--- src/rtl/uart_cmd_ctrl.sv ---
// UART command-frame controller: parses SYNC/HDR/payload/CHK frames
// and commits good payloads into a 16 x 8 register file.
module uart_cmd_ctrl #(
  parameter int unsigned TIMEOUT_CYCLES = 4096,
  parameter logic [7:0]  SYNC_BYTE      = 8'hA5
) (
  input  logic       clk,
  input  logic       rst,
  input  logic       rx_valid,
  input  logic [7:0] rx_data,
  input  logic [3:0] rd_addr,
  output logic [7:0] rd_data,
  output logic       busy,
  output logic       frame_ok,
  output logic       frame_err,
  output logic [1:0] err_code
);

  localparam logic [2:0] S_IDLE   = 3'd0;
  localparam logic [2:0] S_HDR    = 3'd1;
  localparam logic [2:0] S_PAY    = 3'd2;
  localparam logic [2:0] S_CHK    = 3'd3;
  localparam logic [2:0] S_COMMIT = 3'd4;

  localparam logic [15:0] GAP_LAST = 16'(TIMEOUT_CYCLES - 1);

  logic [2:0]  state;
  logic [2:0]  state_nxt;
  logic        rx_valid_q;
  logic        ev;
  logic [3:0]  base;
  logic [3:0]  len_m1;
  logic [3:0]  cnt;
  logic [7:0]  chk;
  logic [15:0] gap;
  logic [7:0]  regs  [16];
  logic [7:0]  stage [16];

  logic in_frame;
  logic timeout;
  logic last;
  logic chk_fail;
  logic commit_done;

  assign ev       = rx_valid & ~rx_valid_q;
  assign in_frame = (state == S_HDR) | (state == S_PAY) | (state == S_CHK);
  assign timeout  = in_frame & ~ev & (gap == GAP_LAST);
  assign last     = (cnt == len_m1);

  assign chk_fail    = (state == S_CHK) & ev & (chk != rx_data);
  assign commit_done = (state == S_COMMIT) & last;

  assign busy    = (state != S_IDLE);
  assign rd_data = regs[rd_addr];

  always_comb begin
    state_nxt = state;
    unique case (state)
      S_IDLE: begin
        if (ev && rx_data == SYNC_BYTE)
          state_nxt = S_HDR;
      end
      S_HDR: begin
        if (ev)
          state_nxt = S_PAY;
        else if (timeout)
          state_nxt = S_IDLE;
      end
      S_PAY: begin
        if (ev && last)
          state_nxt = S_CHK;
        else if (timeout)
          state_nxt = S_IDLE;
      end
      S_CHK: begin
        if (ev)
          state_nxt = (chk == rx_data) ? S_COMMIT : S_IDLE;
        else if (timeout)
          state_nxt = S_IDLE;
      end
      S_COMMIT: begin
        if (last)
          state_nxt = S_IDLE;
      end
      default: state_nxt = S_IDLE;
    endcase
  end

  // Held high across reset so a level already up at release is not a byte.
  always_ff @(posedge clk or posedge rst) begin
    if (rst)
      rx_valid_q <= 1'b1;
    else
      rx_valid_q <= rx_valid;
  end

  always_ff @(posedge clk or posedge rst) begin
    if (rst) begin
      state <= S_IDLE;
      gap   <= '0;
    end else begin
      state <= state_nxt;
      if (ev || state_nxt != state)
        gap <= '0;
      else if (in_frame)
        gap <= gap + 16'd1;
    end
  end

  always_ff @(posedge clk or posedge rst) begin
    if (rst) begin
      base   <= '0;
      len_m1 <= '0;
      cnt    <= '0;
      chk    <= '0;
    end else begin
      unique case (state)
        S_HDR: begin
          if (ev) begin
            base   <= rx_data[3:0];
            len_m1 <= rx_data[7:4];
            chk    <= rx_data;
            cnt    <= '0;
          end
        end
        S_PAY: begin
          if (ev) begin
            chk <= chk ^ rx_data;
            cnt <= cnt + 4'd1;
          end
        end
        S_CHK: begin
          if (ev)
            cnt <= '0;
        end
        S_COMMIT: cnt <= cnt + 4'd1;
        default: ;
      endcase
    end
  end

  always_ff @(posedge clk or posedge rst) begin
    if (rst) begin
      for (int i = 0; i < 16; i++)
        stage[i] <= '0;
    end else if (state == S_PAY && ev) begin
      stage[cnt] <= rx_data;
    end
  end

  // Only COMMIT writes here, so an aborted frame leaves the file intact.
  always_ff @(posedge clk or posedge rst) begin
    if (rst) begin
      for (int i = 0; i < 16; i++)
        regs[i] <= '0;
    end else if (state == S_COMMIT) begin
      regs[base + cnt] <= stage[cnt];
    end
  end

  always_ff @(posedge clk or posedge rst) begin
    if (rst) begin
      frame_ok  <= 1'b0;
      frame_err <= 1'b0;
      err_code  <= 2'd0;
    end else begin
      frame_ok  <= commit_done;
      frame_err <= chk_fail | timeout;
      if (commit_done)
        err_code <= 2'd0;
      else if (chk_fail)
        err_code <= 2'd1;
      else if (timeout)
        err_code <= 2'd2;
    end
  end

endmodule

--- config.mk ---
export PLATFORM = sky130hd
export DESIGN_NAME = uart_cmd_ctrl
export DESIGN_NICKNAME = d
export VERILOG_FILES = /design/src/rtl/uart_cmd_ctrl.sv
export SDC_FILE = /design/constraint.sdc
export NUM_CORES = 1
export LEC_CHECK = 0
export ABC_AREA = 1
export ABC_CLOCK_PERIOD_IN_PS = 21200
export CAP_MARGIN = 20
export CORE_ASPECT_RATIO = 0.9
export CORE_MARGIN = 2
export CORE_UTILIZATION = 25
export CTS_BUF_LIST = sky130_fd_sc_hd__clkbuf_16
export CTS_CLUSTER_DIAMETER = 30
export DETAILED_ROUTE_END_ITERATION = 8
export PLACE_DENSITY = 0.47
export SYNTH_ARGS = -nofsm -noshare
export SYNTH_HDL_FRONTEND = slang
export SYNTH_SLANG_ARGS = --single-unit
--- constraint.sdc ---
create_clock -name clk -period 21.2 [get_ports clk]
set_clock_uncertainty 0.05 [all_clocks]
set_input_delay 4.24 -clock clk [delete_from_list [all_inputs] [get_ports clk]]
set_output_delay 4.24 -clock clk [all_outputs]
set_load 0.05 [all_outputs]
==> results of run 1 <==
stage by stage:
step                setup WS (ns)  util (%)  hold slack [ns]  total power, mW
floorplan                    8.62         -            0.398            0.675
global placement             9.97      26.5            0.411            0.718
detailed placement           9.99      26.5            0.418            0.718
CTS                          9.98      30.8            0.429             1.84
global route                 9.85      30.8            0.439             1.88
finish                       9.96      30.8            0.425             1.82
per-layer routing:
metal  global-route usage (%)  vias to the layer above  part of all wire (%)
met5                        0                        -                     0
met4                     4.40                        0                   1.8
li1                         -                     5758                     -
met2                     21.6                      315                    43
met1                     21.5                     5674                    49
met3                     2.70                       64                   5.7
cell usage in the layout, fill, tap and decap left out, types with 9 or more instances in the layout:
cell             count
nor2_1             115
buf_4               11
nand3_1             41
inv_2                9
o21ai_1             19
dfrtp_1            298
o221ai_1            13
clkbuf_16           73
a21oi_1             61
nand2_1            454
o21ai_0            375
o211ai_1            14
xnor2_1             13
inv_1              112
clkinv_2            10
xor2_1              12
clkdlybuf4s50_1     25
nor2_2              11
clkinv_1            13
bufinv_16           10
o22ai_1             32
area by class of cell:
type	count	area, um^2	share of cell area, %
clock buffers	73	1830	10.4
clock inverters	58	632	3.61
inverters	118	450	2.57
multi-input cells	1208	5810	33.2
flip-flops and latches	300	7510	42.9
well taps	765	957	5.46
repair buffers	37	338	1.93
sequential cells by signal (all words and copies together), names as in the netlist:
signal      cells
rx_valid_q      1
gap            16
len_m1          4
frame_err       1
regs          128
stage         128
state           3
frame_ok        1
chk             8
base            4
cnt             4
err_code        2
worst reg2reg max path, delay by kind of cell (launching register included):
kind	cells	cell delay [ns]
compound gates	3	0.46
simple gates	2	0.79
buf+inv	4	1.64
flops	1	0.35
cells by family after synthesis:
| family | share of synthesized area [%] |
|---|---|
| and+or+nand+nor | 19.0 |
| AOI/OAI and AO/OA | 19.2 |
| DFF | 52.5 |
| buffers and inverters | 6.82 |
| xor gates and xnor gates | 1.53 |
| adders and majority gates | 0.840 |
| muxes | 0.0700 |
power by group through the flow:
stage / logic, mW / clock network, mW / registers (mW)
CTS: 0.129 / 1.13 / 0.581
finish: 0.128 / 1.11 / 0.581
global placement: 0.129 / 0 / 0.589
global route: 0.141 / 1.16 / 0.581
floorplan: 0.0860 / 0 / 0.589
detailed placement: 0.129 / 0 / 0.589
final timing paths:
check / to / slack [ns] / cells past startpoint
max: rd_data[5] / 9.96 / 6
min: stage[44]$_DFFE_PP0P_ / 0.42 / 2
min reg2reg: stage[44]$_DFFE_PP0P_ / 0.42 / 2
max in group asynchronous: cnt[0]$_DFFE_PP0P_ / 15.32 / 3
max reg2reg: regs[30]$_DFFE_PP0P_ / 17.75 / 9
min in group asynchronous: stage[101]$_DFFE_PP0P_ / 4.20 / 2
==> impl_results.md, run 1 <==
* Worst-path clk slew at 0.05 ns
* R2r startpoint: cnt[0]$_DFFE_PP0P_
* Max-cap violations at 0
* Worst Setup Path Type: in2out
* Fin crit share at a little over half
* Rel. slew slack at 32.3%
* Area delta synth->final at 22.6%
* Vias/cell at roughly 4.6
* Post-synth EDFFs at 0
* Worst Setup SP: rd_addr[2]
* Synth unique cells at 37
* Largest net degree at the start of global routing at around 110
* CP max FO at 20
* CP arrival at between 6 and 7 ns
* Cts hold-fix bufs at 0
* Primary FF master, synth: dfrtp_1
* YS warnings at 0
* Antenna diodes at 0
* Drt wl/cell at about 17 um
* Post-layout nets at between 1500 and 2000
* Critical path, cell by cell: clkdlybuf4s50_1 -> inv_1 -> nand2_1 -> o221ai_1 -> nand2_1 -> clkdlybuf4s50_1
* Port Buf Inserts at 27
* Worst-path cell with the longest stage delay: clkdlybuf4s50_1
* Die area at roughly 59000 um^2
* Post-CTS Setup Inserts at 0
* Design Area, Final at between 15000 and 20000 um^2
* Die height at about 230 um
* Max Slew Vio Count at 0
* Final setup viols at 0
* Hold Violations, Final at 0
* Die Width at around 260 um
* Vias at 11800
* Most instantiated library cell after synthesis: nand2_1
* CTS tree: yes
* Clk Tree Root Cell: clkbuf_16
* Row count at 83
* Total grt overflow at 0
* Layout cell share with drive strength beyond 1 at about a tenth
* Placed standard-cell area at 15100 um^2
* Worst path max stage delay at between 0.8 and 0.9 ns
* CP Capture Type: output port
* RePlAce Congestion at 0.806
* Syn Inst Count at between 1500 and 2000
* Final WL at ~42 mm
* DRT iter0 DRCs at 973
* Clk sinks at 300
* Vias in the first global route at 11600
* Initial Util at about a quarter
* Fillers at 5984
* Sw Ratio at 25.3%
* Total GRT Usage at between 10 and 15%
* # placed instances at about 2400
* IR drop worst, VDD at about 0.089 mV
* Largest buffer count on any clock path at 3
* Reg power frac at a little under a third
* Worst endpoint required time at approximately 17 ns
* H-tree Lvls at 3
* First-pass GRT wire length at 67.9 mm
* Leakage at between 7 and 8 nW
* TNS Setup at 0 ns
* Top cell type's share of synthesized area at 52.3%
* RSZ-0062 raised after global routing: false
* F_max at about 89 MHz
* Synth Area per Inst at slightly above 8 um^2
* Area of the mapped netlist at around 14000 um^2
* Worst-Skew Late Latency at about 0.59 ns
* HP Class: reg2reg
* Initial antenna violation count at 0
* Kind of cell adding the most delay to the critical path: buffers and inverters
* # IOs at 28
* Final ANT Viol Nets at 0
* DR DRC count at 0
* Post-cts gate resize count at 0
* Seq cells post-synth at 300
* Worst Path Buf+Inv at 3
* Drt first pass iters at 5
* Worst Min Path Start: stage[44]$_DFFE_PP0P_
* FFs w/ async S/R, synth at 100%
* Startpoint Class: input port
* Post-synth top cells: nand2_1 (454), o21ai_0 (375), dfrtp_1 (299)
* Post-synth top area cell: dfrtp_1
* Non-filler instance count after layout at between 2000 and 3000
* Comb power frac at ~7%
* Post-synthesis sequential area ratio at 52.5%
* Clock Power Share at between 60% and 70%
* Post-DP HPWL at 26.4 mm
* Final Critical Period at roughly 11 ns
* Power Internal at 1.36 mW
* Measured slew at the worst slew-check pin at around 1 ns
* Synthesized Nets at between 1500 and 2000
* Total CTS buffers at 72
* NetSw at ~0.46 mW
* Synth top area cells: dfrtp_1 (52%), o21ai_0 (13%), nand2_1 (12%)
* Status: complete, no violations
* Core ar. at ~57000 um^2
* Power Dens Cells at slightly above 100 nW/um^2
Note: power is estimated with default switching activity, not from simulation.
==> inputs of run 2 (changes only) <==
ABC_CLOCK_PERIOD_IN_PS = 10150   (was 21200)
PLACE_DENSITY = 0.48   (was 0.47)
clock period = 10.15 ns   (was 21.2 ns; I/O delays follow)
==> run 2 against run 1 <==
Combinational power is 110% higher. Register-to-register slack lost 11 ns. Non-clock buffer count shrank 2. Power rose by 110%. Via count is 2.1% higher. Wire length up 1.9%. Die area did not move. Worst hold slack hardly changed. Setup slack worse by 6.6 ns. Sequential share of layout area fell by 0.20 points. Critical path type unchanged. Largest cell class unchanged. Largest power group unchanged.
==> impl_results.md, run 2 (synthesis gave the netlist of run 1 again) <==
* H-tree Lvls at 3 (unchanged)
* CP arrival at 4.67 ns (-2.28 ns)
* Antenna diodes at 0 (unchanged)
* Sw Ratio at 24.2% (-1.1 points)
* Worst path max stage delay at 0.80 ns (-0.07 ns)
* Vias/cell at 4.72 (+2.2%)
* Die area at 59100 um^2 (unchanged)
* Worst-path cell with the longest stage delay: clkdlybuf4s50_1
* Final Critical Period at between 6 and 7 ns
* GRT busiest layer: met2
* Status: complete, no violations
* # IOs at 28 (unchanged)
* Final setup margin at 3.40 ns (-6.55 ns)
* Total CTS buffers at 71 (-1.4%)
* F_max at roughly 150 MHz
* Total GRT Usage at 14.9% (+0.29 points)
* CP Depth at 5 (-1)
* Post-layout nets at 1758 (-0.17%)
* Die height at 231 um (unchanged)
* Setup crit end: rd_data[7]
* Worst Setup SP: rd_addr[2]
* Met2 Use GR at 21.3% (-0.23 points)
* CP max FO at 20 (unchanged)
* Worst-Skew Late Latency at 0.59 ns (about the same)
* Worst endpoint required time at 8.07 ns (-8.84 ns)
* Met1 GRT Util at 21.2% (-0.22 points)
* Max-cap violations at 0 (unchanged)
* Worst Path Buf+Inv at 3 (unchanged)
* Commonest non-fill, non-tap cell in the layout: nand2_1
* R2r setup slk at 6.42 ns (-11.33 ns)
* Drt wl/cell at 16.9 um (+2.0%)
* Core ar. at 56800 um^2 (unchanged)
* R2R depth at 6 (-3)
* Vias in the first global route at 11900 (+2.5%)
* Worst Setup Path Type: in2out
* DRT iter0 DRCs at 1238 (+27%)
* Area delta synth->final at 23.2%
* Commonest cells after routing, fill and taps aside: nand2_1 (454), o21ai_0 (375), dfrtp_1 (298)
* IR drop worst, VDD at 0.125 mV (+41%)
* TNS Setup at 0 ns (unchanged)
* RSZ-0062 raised after global routing: false
* GR Layer Usage met3 at 4.42% (+1.7 points)
* CTS tree: yes
* Fillers at 6009 (+0.42%)
* Startpoint Class: input port
* Layout cell share with drive strength beyond 1 at 9.05% (-0.38 points)
* Power Internal at 2.95 mW (+120%)
* NetSw at 0.943 mW (+100%)
* Critical path, cell by cell: clkdlybuf4s50_1 -> inv_1 -> o221ai_1 -> nand2_1 -> clkdlybuf4s50_1
* Clk sinks at 300 (unchanged)
* Hold Violations, Final at 0 (unchanged)
* Reg power frac at 31.3% (-0.6 points)
* Max Slew Vio Count at 0 (unchanged)
* Total grt overflow at 0 (unchanged)
* Power Dens Cells at 221 nW/um^2 (+110%)
* Clk Tree Root Cell: clkbuf_16
* Post-cts gate resize count at 0 (unchanged)
* Final setup viols at 0 (unchanged)
* Drt first pass iters at 6 (+1)
* First-pass GRT wire length at 69.0 mm (+1.7%)
* Final WL at 43.3 mm (+1.9%)
* Final core occ at 31.0% (+0.14 points)
* RePlAce Congestion at 0.817 (+1.4%)
* R2r startpoint: cnt[0]$_DFFE_PP0P_
* Worst-path clk slew at 0.04 ns (about the same)
* Comb power frac at 6.8% (-0.2 points)
* Largest net degree at the start of global routing at 134 (+25%)
* Final ANT Viol Nets at 0 (unchanged)
* Clock Power Share at 61.9% (+0.8 points)
* Fin crit share at 66.5%
* Kind of cell adding the most delay to the critical path: buffers and inverters
* Initial antenna violation count at 0 (unchanged)
* Leakage at 7.87 nW (+0.75%)
* Rel. slew slack at 25.4% (-6.9 points)
* R2R Path End: regs[114]$_DFFE_PP0P_
* Vias at 12100 (+2.1%)
* DR DRC count at 0 (unchanged)
* CP Capture Type: output port
* Initial Util at 25.2% (unchanged)
* Worst slack, placed at 3.43 ns (-6.57 ns)
* Measured slew at the worst slew-check pin at 1.12 ns (+0.107 ns)
* Post-CTS Setup Inserts at 0 (unchanged)
* Largest buffer count on any clock path at 3 (unchanged)
* HP Class: reg2reg
* Cts hold-fix bufs at 0 (unchanged)
* Post-DP HPWL at 26.6 mm (+0.86%)
* Crit path top cell by count: clkdlybuf4s50_1
* Top flop regs: regs x128, stage x128, gap x16
* Port Buf Inserts at 27 (unchanged)
* Row count at 83 (unchanged)
* Die Width at 256 um (unchanged)
## run 2: cell types whose count changed in the layout (fill, tap and decap cells not counted), sizes merged
cell,change
buf,-2
bufinv,+5
clkinv,-8
inv,+2
## run 2: final cells by class
cell class	instances	area [um^2]	area share (%)
Clock buffer	73	1830	10.4
Clock inverter	57	707	4.02
Inverter	118	447	2.54
Multi-Input combinational cell	1208	5810	33.0
Sequential cell	300	7510	42.7
Tap cell	765	957	5.44
Timing Repair Buffer	35	348	1.98
## run 2: per-stage QoR
stage	power [mW]	std cells	hold WS (ns)	area, um^2
2_1_floorplan	1.41	1734	0.398	14300
3_3_place_gp	1.50	2425	0.410	15100
3_5_place_dp	1.50	2425	0.418	15100
4_1_cts	3.94	2555	0.428	17600
5_1_grt	4.04	2556	0.439	17600
6_report	3.89	2556	0.425	17600
## run 2: worst min-delay path by stage
stage          slack (ns)  cells after the start                   start                endpoint
3_3_place_gp         0.41                      2   stage[80]$_DFFE_PP0P_   stage[80]$_DFFE_PP0P_
5_1_grt              0.44                      2  stage[105]$_DFFE_PP0P_  stage[105]$_DFFE_PP0P_
4_1_cts              0.43                      2   stage[87]$_DFFE_PP0P_   stage[87]$_DFFE_PP0P_
3_5_place_dp         0.42                      2   stage[51]$_DFFE_PP0P_   stage[51]$_DFFE_PP0P_
2_1_floorplan        0.40                      2    regs[31]$_DFFE_PP0P_    regs[31]$_DFFE_PP0P_
6_report             0.42                      2   stage[51]$_DFFE_PP0P_   stage[51]$_DFFE_PP0P_
## run 2: worst reg2reg max path, cell delays in order, from the launching register on
cell and delay [ns]:
dfrtp_2 0.67, ha_1 0.35, fa_1 0.38, xnor2_1 0.35, nand2_1 0.59, nor2_1 0.95, o21ai_0 0.21
## run 2: layer usage
| layer | wire (um) | share of wire, % | vias to the layer above |
|---|---|---|---|
| met5 | 0 | 0 | - |
| met4 | 877 | 2.0 | 0 |
| met3 | 3450 | 8.0 | 75 |
| met2 | 18600 | 43 | 370 |
| met1 | 20300 | 47 | 5853 |
| li1 | - | - | 5764 |
## run 2: power by group through the flow
stage	sequential (mW)	combinational, mW	clock [mW]
2_1_floorplan	1.23	0.180	0
3_3_place_gp	1.24	0.266	0
3_5_place_dp	1.24	0.266	0
4_1_cts	1.22	0.267	2.45
5_1_grt	1.22	0.291	2.53
6_report	1.22	0.264	2.41
